$ cat src/rtl/xadc_scan_sequencer.sv
// xadc_scan_sequencer: steps an external analog mux across NUM_CHANNELS
// inputs. For each channel it waits out a settling time, waits for an XADC
// end-of-conversion, reads the VP/VN status register over DRP and emits a
// 12-bit sample tagged with its channel number. All outputs are registered.
module xadc_scan_sequencer #(
  parameter int         NUM_CHANNELS   = 4,
  parameter int         SETTLE_CYCLES  = 256,
  parameter logic [6:0] DRP_ADDR       = 7'h03,
  parameter int         TIMEOUT_CYCLES = 64
) (
  input  logic        S_AXI_ACLK,
  input  logic        S_AXI_ARESETN,
  input  logic        start,
  input  logic        continuous,
  input  logic        stop,
  output logic        busy,
  output logic        done,
  output logic        timeout_err,
  output logic [4:0]  XADC_MUXADDR,
  input  logic        xadc_eoc,
  output logic [6:0]  drp_daddr,
  output logic        drp_den,
  output logic        drp_dwe,
  output logic [15:0] drp_di,
  input  logic [15:0] drp_do,
  input  logic        drp_drdy,
  output logic        sample_valid,
  output logic [11:0] sample_data,
  output logic [4:0]  sample_chan
);

  // One counter serves both the settle window and the DRDY timeout.
  localparam int CNT_MAX = (SETTLE_CYCLES > TIMEOUT_CYCLES) ? SETTLE_CYCLES : TIMEOUT_CYCLES;
  localparam int CW      = $clog2(CNT_MAX + 2);
  localparam logic [CW-1:0] SET_LAST = CW'(SETTLE_CYCLES - 1);
  localparam logic [CW-1:0] TO_LAST  = CW'(TIMEOUT_CYCLES - 1);
  localparam logic [4:0]    LAST_CH  = 5'(NUM_CHANNELS - 1);

  typedef enum logic [2:0] {
    S_IDLE, S_SETTLE, S_WAIT_EOC, S_DRP_RD, S_WAIT_DRDY, S_EMIT
  } state_t;

  state_t          r_state, w_nstate;
  logic [CW-1:0]   r_cnt;
  logic [4:0]      r_chan;
  logic            r_eoc;
  logic            r_stop_pend;
  logic            r_busy, r_done, r_terr, r_den, r_svalid;
  logic [4:0]      r_mux, r_schan;
  logic [6:0]      r_daddr;
  logic [11:0]     r_sdata;
  logic            w_timeout;
  logic            w_last;
  logic            w_stop_eff;
  logic            w_accept;
  logic            w_unused;

  assign w_last     = (r_chan == LAST_CH);
  // A stop arriving in the very cycle of the final EMIT still ends the scan.
  assign w_stop_eff = r_stop_pend | stop;
  assign w_accept   = (r_state == S_IDLE) && start;
  // Low nibble of the status word is below the 12-bit ADC resolution.
  assign w_unused   = ^drp_do[3:0];

  // State register.
  always_ff @(posedge S_AXI_ACLK or negedge S_AXI_ARESETN) begin
    if (!S_AXI_ARESETN) r_state <= S_IDLE;
    else                r_state <= w_nstate;
  end

  // Next-state logic and timeout detection.
  always_comb begin
    w_nstate  = r_state;
    w_timeout = 1'b0;
    case (r_state)
      S_IDLE:      if (start) w_nstate = S_SETTLE;
      S_SETTLE:    if (r_cnt == SET_LAST) w_nstate = S_WAIT_EOC;
      // r_eoc only holds pulses seen while already waiting, so a conversion
      // that finished during settling can never be mistaken for this one.
      S_WAIT_EOC:  if (r_eoc) w_nstate = S_DRP_RD;
      S_DRP_RD:    w_nstate = S_WAIT_DRDY;
      S_WAIT_DRDY: begin
        if (drp_drdy) begin
          w_nstate = S_EMIT;
        end else if (r_cnt >= TO_LAST) begin
          w_nstate  = S_IDLE;
          w_timeout = 1'b1;
        end
      end
      S_EMIT: begin
        if (!w_last || (continuous && !w_stop_eff)) w_nstate = S_SETTLE;
        else                                        w_nstate = S_IDLE;
      end
      default:     w_nstate = S_IDLE;
    endcase
  end

  // Settle / timeout counter; the timeout count starts at 1 on leaving
  // DRP_RD so it measures clocks since drp_den was high.
  always_ff @(posedge S_AXI_ACLK or negedge S_AXI_ARESETN) begin
    if (!S_AXI_ARESETN)                                      r_cnt <= '0;
    else if (r_state == S_DRP_RD)                            r_cnt <= CW'(1);
    else if (w_nstate != r_state)                            r_cnt <= '0;
    else if (r_state == S_SETTLE || r_state == S_WAIT_DRDY)  r_cnt <= r_cnt + CW'(1);
    else                                                     r_cnt <= '0;
  end

  // EOC capture, qualified by the waiting state.
  always_ff @(posedge S_AXI_ACLK or negedge S_AXI_ARESETN) begin
    if (!S_AXI_ARESETN) r_eoc <= 1'b0;
    else                r_eoc <= xadc_eoc && (r_state == S_WAIT_EOC);
  end

  // Channel pointer and mux select; both move only when entering SETTLE.
  always_ff @(posedge S_AXI_ACLK or negedge S_AXI_ARESETN) begin
    if (!S_AXI_ARESETN) begin
      r_chan <= '0;
      r_mux  <= '0;
    end else if (w_accept) begin
      r_chan <= '0;
      r_mux  <= '0;
    end else if (r_state == S_EMIT && w_nstate == S_SETTLE) begin
      r_chan <= w_last ? 5'd0 : r_chan + 5'd1;
      r_mux  <= w_last ? 5'd0 : r_chan + 5'd1;
    end
  end

  // Stop request and sticky timeout flag; a new scan clears both.
  always_ff @(posedge S_AXI_ACLK or negedge S_AXI_ARESETN) begin
    if (!S_AXI_ARESETN) begin
      r_stop_pend <= 1'b0;
      r_terr      <= 1'b0;
    end else if (w_accept) begin
      r_stop_pend <= 1'b0;
      r_terr      <= 1'b0;
    end else begin
      if (stop && r_state != S_IDLE) r_stop_pend <= 1'b1;
      if (w_timeout)                 r_terr      <= 1'b1;
    end
  end

  // Status and DRP strobes, registered from the next state.
  always_ff @(posedge S_AXI_ACLK or negedge S_AXI_ARESETN) begin
    if (!S_AXI_ARESETN) begin
      r_busy   <= 1'b0;
      r_done   <= 1'b0;
      r_den    <= 1'b0;
      r_daddr  <= '0;
      r_svalid <= 1'b0;
    end else begin
      r_busy   <= (w_nstate != S_IDLE);
      r_done   <= (r_state == S_EMIT) && (w_nstate == S_IDLE);
      r_den    <= (w_nstate == S_DRP_RD);
      r_daddr  <= (w_nstate == S_DRP_RD) ? DRP_ADDR : 7'd0;
      r_svalid <= (w_nstate == S_EMIT);
    end
  end

  // Sample capture on DRDY while waiting for it.
  always_ff @(posedge S_AXI_ACLK or negedge S_AXI_ARESETN) begin
    if (!S_AXI_ARESETN) begin
      r_sdata <= '0;
      r_schan <= '0;
    end else if (r_state == S_WAIT_DRDY && drp_drdy) begin
      r_sdata <= drp_do[15:4];
      r_schan <= r_chan;
    end
  end

  assign busy         = r_busy;
  assign done         = r_done;
  assign timeout_err  = r_terr;
  assign XADC_MUXADDR = r_mux;
  assign drp_daddr    = r_daddr;
  assign drp_den      = r_den;
  assign drp_dwe      = 1'b0;
  assign drp_di       = 16'd0;
  assign sample_valid = r_svalid;
  assign sample_data  = r_sdata;
  assign sample_chan  = r_schan;

endmodule

$ cat config.mk
export PLATFORM = sky130hd
export DESIGN_NAME = xadc_scan_sequencer
export DESIGN_NICKNAME = d
export VERILOG_FILES = /design/src/rtl/xadc_scan_sequencer.sv
export SDC_FILE = /design/constraint.sdc
export NUM_CORES = 1
export LEC_CHECK = 0
export CORE_UTILIZATION = 48
export DETAILED_ROUTE_END_ITERATION = 10
export MAX_ROUTING_LAYER = met4
export PLACE_DENSITY = 0.81
export SKIP_LAST_GASP = 1
export SYNTH_ARGS = -nofsm -noshare
export SYNTH_HDL_FRONTEND = slang
export SYNTH_SLANG_ARGS = --single-unit
$ cat constraint.sdc
create_clock -name S_AXI_ACLK -period 3.6 [get_ports S_AXI_ACLK]
set_clock_uncertainty 0.15 [all_clocks]
set_input_delay 0.72 -clock S_AXI_ACLK [delete_from_list [all_inputs] [get_ports S_AXI_ACLK]]
set_output_delay 0.72 -clock S_AXI_ACLK [all_outputs]
set_load 0.02 [all_outputs]
* Word-level counts from Yosys, hierarchy flattened
Cells that the tools add are included.
Word-level totals: register bits after elaboration 43, input bits 23, output and inout bits 51
Cells by class: $add $sub $neg 2, $lt $le $gt $ge 1, eq/ne operators 11, multiplexer cells 21, bitwise gates (word level) 1, reductions and logical operators 18
Operators by type and width (number):
- $mux W9 | 3
- $pmux W3 S6 | 1
- $mux W3 | 5
- $mux W5 | 3
- $add A9 B1 Y9 const B | 1
- $eq A3 B2 Y1 const B | 3
- $eq A3 B3 Y1 const B | 3
- $eq A9 B8 Y1 const B | 1
- $ge A9 B6 Y1 const B | 1
- $mux W1 | 8
- $logic_and A1 B1 Y1 | 7
- $eq A3 B1 Y1 const B | 2
- $logic_not A3 Y1 | 2
- $reduce_bool A2 Y1 | 3
- $reduce_bool A3 Y1 | 2
- $add A5 B1 Y5 const B | 1
- $eq A5 B2 Y1 const B | 1
- $ne A3 B3 Y1 | 1
- $logic_not A1 Y1 | 2
- $logic_or A1 B1 Y1 | 2
- $mux W2 | 1
- $or A1 B1 Y1 | 1

* Longest topological paths before layout
depth after elaboration 10, depth in mapped cells 7, mapped depth without buffers 7

* Least setup slack after synthesis
OpenSTA, ideal clock, no wires.
path type input to register, start point input drp_drdy, end point register r_sdata[10], in the netlist sample_data[10], data arrival time 1.663 ns, required time 3.325 ns, setup slack 1.662 ns, stages 4, path through nand2_1 > nor3_4 > buf_4 > mux2_2
On the way: cells in the longest elaborated chain, start to end 1
Ends and longest elaborated chain:
- start: declaration | RTL line 26 | input logic drp_drdy,
- $logic_and A1 B1 Y1 | RTL line 164 | end else if (r_state == S_WAIT_DRDY && drp_drdy) begin
- end signal: assignment | RTL line 165 | r_sdata <= drp_do[15:4];
- end: declaration | RTL line 51 | logic [11:0] r_sdata;
No other way between the ends. A chain may end at the register's enable or synchronous reset.

* Worst setup path after layout
start point register r_mux[3], in the netlist XADC_MUXADDR[3], end point output XADC_MUXADDR[3]
RTL lines:
- start: declaration | RTL line 49 | logic [4:0] r_mux, r_schan;
- start signal: assignment | RTL line 124 | r_mux <= w_last ? 5'd0 : r_chan + 5'd1;
- end: declaration | RTL line 19 | output logic [4:0] XADC_MUXADDR,
No word-level cell between the ends.

==> reports/qor.yml <==
outcome: "finished clean"
syn_to_final_growth_pct: 25.8
wl_met3_um: 228
holdPathStages: 1
die_w_um: 66.8
pre_cts_ws_ps: 1120
end_kind: "output pin"
clk_pin_slew_ps: 80
finalNonFillerCells: 279
placed_cell_area_um2: 2420
grt_use_total_pct: 18.0
wl_per_cell_um: 12.7
ctsResizeCount: 0
cts_buffer_depth: 2
rsz0062_at_grt: "false"
power-per-cell-area_nw_per_um2: 420
fin_util_pct: 63.0
drv_slew: 0
coreArea_um2: 4030
syn_area_um2: 2020
crit_arrival_ps: 1410
hold_class: "reg2reg"
viasPerCell: 5.08
cts_root_buffer: "clkbuf_8"
crit_fanout: 7
io_pins: 74
cp_num_cells: 1
final_area_um2: 2540
cts_tree: "yes"
highest_layer: "met4"
avgSynthCellArea_um2: 11.1
maxSlewHeadroom_pct: 40.7
max_cap_violations: 0
grt_first_pass_wirelength_um: 5780
r2r_cells: 5
vias: 1418
gp_congestion: 0.768
rows: 23
drc: 0
synth_seq_area_share_pct: 50.9
grt-ovfl-total: 0
drt_first_iter_violations: 86
dp_cells: 271
yosys_most_used_dff: "dfrtp_1"
hold_slack_ps: 358
met2_length_um: 1700
dr.pass1.iters: 4
fin_tns_setup_ps: 0
cts_hold_buf: 0
ys_ff_latch: 41
ys_warn_count: 0
cts-htree-levels: 2
worstPathCellList: "clkdlybuf4s50_1"
power_mw: 1.07
fp.dieH_um: 66.8
cts_sinks: 41
port_buffers: 47
crit_buf_inv: 1
slowest_delay_ps: 650
setup_slack_ps: 1320
cts_buffers: 5
crit_required_ps: 2730
fmax_mhz: 440
path_delay_family: "buffers and inverters"
grt_max_degree: 42
peakVddDrop_mv: 0.204
final_hold_viol_count: 0
insertion_delay_ps: 300
critPathLaunchType: "register"
timing.final.crit_share_pct: 63.2
path_class: "reg2out"
nets: 254
dieArea_um2: 4460
start_util_pct: 50.0
synth_edf_count: 0
syn_inst: 181
synth.distinct_cells: 36
cpMaxStageDelayCell: "clkdlybuf4s50_1"
wl_met1_um: 1560
p_leak_nw: 1.18
tightestPinTransition_ps: 889
antenna_found_initial: 0
post_cts_buffers: 0
finalCriticalPeriod_ps: 2280
diodes: 0
wl_um: 3540
drive_gt1_share_pct: 14.4
async_reset_ff_share_pct: 100
post-dp-hpwl_um: 2480
setup_viol: 0
drtAntennaViolNets: 0
grt_pass1_vias: 1225
[final cells by class]
type / count / area [um^2]
fillers: 328 / 1490
flip-flops and latches: 41 / 1030
multi-input cells: 127 / 836
repair buffers: 48 / 473
clock buffers: 6 / 82.6
well taps: 50 / 62.6
clock inverters: 2 / 37.5
inverters: 5 / 18.8
[layer usage]
| metal | up-vias | global-route usage [%] |
|---|---|---|
| met2 | 51 | 28.0 |
| li1 | 684 | - |
| met3 | 7 | 5.48 |
| met1 | 676 | 22.0 |
| met5 | - | - |
| met4 | 0 | 6.91 |
[synthesized netlist by cell type, drive strengths merged, types with 3 or more instances]
cell type  count  area, um^2
nor2          16        60.1
nor3           6        41.3
a21oi          5        25.0
a21o           3        22.5
ha             3        37.5
buf           27         206
mux2          18         206
inv            5        18.8
nand2         11        41.3
dfrtp         41        1030
xor2           5        43.8
nand3          5        25.0
o21ai          8        43.8
[state kept, by name, summed over array words and instances, names as in the netlist]
register      count
busy              1
r_state           3
XADC_MUXADDR      5
drp_daddr         1
sample_data      12
sample_valid      1
r_eoc             1
r_stop_pend       1
r_cnt             9
timeout_err       1
sample_chan       5
done              1
[cells by family after synthesis]
group,count (synthesis),share of synthesized area [%]
adder cells (fa/ha/maj),3,1.86
flip-flops,41,50.9
AND/OR/NAND/NOR,55,15.4
multiplexers,18,10.2
AO/OA/AOI/OAI,23,7.26
other,1,0.186
buffers and inverters,34,11.5
XOR/XNOR,6,2.61
[where the power goes]
part,internal [mW],switching (mW),total [mW]
sequential,0.492,0.0380,0.530
combinational,0.0650,0.0823,0.147
clock,0.225,0.162,0.388
total,0.783,0.283,1.07
[cells in the final DEF (no fill, tap or decap), drive strengths merged]
master / netlist / routed
bufinv: 0 / 1
conb: 1 / 22
o41ai: 1 / 1
xor2: 5 / 5
a21boi: 1 / 1
nand4: 2 / 2
buf: 27 / 2
a31oi: 2 / 2
clkinvlp: 0 / 1
nand2b: 2 / 2
o32ai: 2 / 2
a21o: 3 / 3
nor3: 6 / 6
nor4bb: 2 / 2
xnor2: 1 / 1
nor4b: 2 / 2
ha: 3 / 3
mux2: 18 / 18
inv: 5 / 5
a21oi: 5 / 5
nand3: 5 / 5
and2: 1 / 1
clkbuf: 2 / 6
clkdlybuf4s50: 0 / 46
nand3b: 2 / 2
nand2: 11 / 11
or3b: 1 / 1
nor3b: 1 / 1
o21ai: 8 / 8
and4: 1 / 1
or3: 1 / 1
or4b: 2 / 2
o22a: 1 / 1
dfrtp: 41 / 41
nor2: 16 / 16
[final timing paths]
kind / endpoint / slack (ps) / start
max: XADC_MUXADDR[3] / 1320 / XADC_MUXADDR[3]$_DFFE_PN0P_
min: sample_data[10]$_DFFE_PN0P_ / 360 / sample_data[10]$_DFFE_PN0P_
max reg2reg: r_cnt[8]$_DFF_PN0_ / 1620 / r_cnt[0]$_DFF_PN0_
min reg2reg: sample_data[10]$_DFFE_PN0P_ / 360 / sample_data[10]$_DFFE_PN0P_
max in group asynchronous: r_cnt[1]$_DFF_PN0_ / 2350 / S_AXI_ARESETN
min in group asynchronous: sample_data[3]$_DFFE_PN0P_ / 390 / S_AXI_ARESETN
Note: power is estimated with default switching activity, not from simulation.
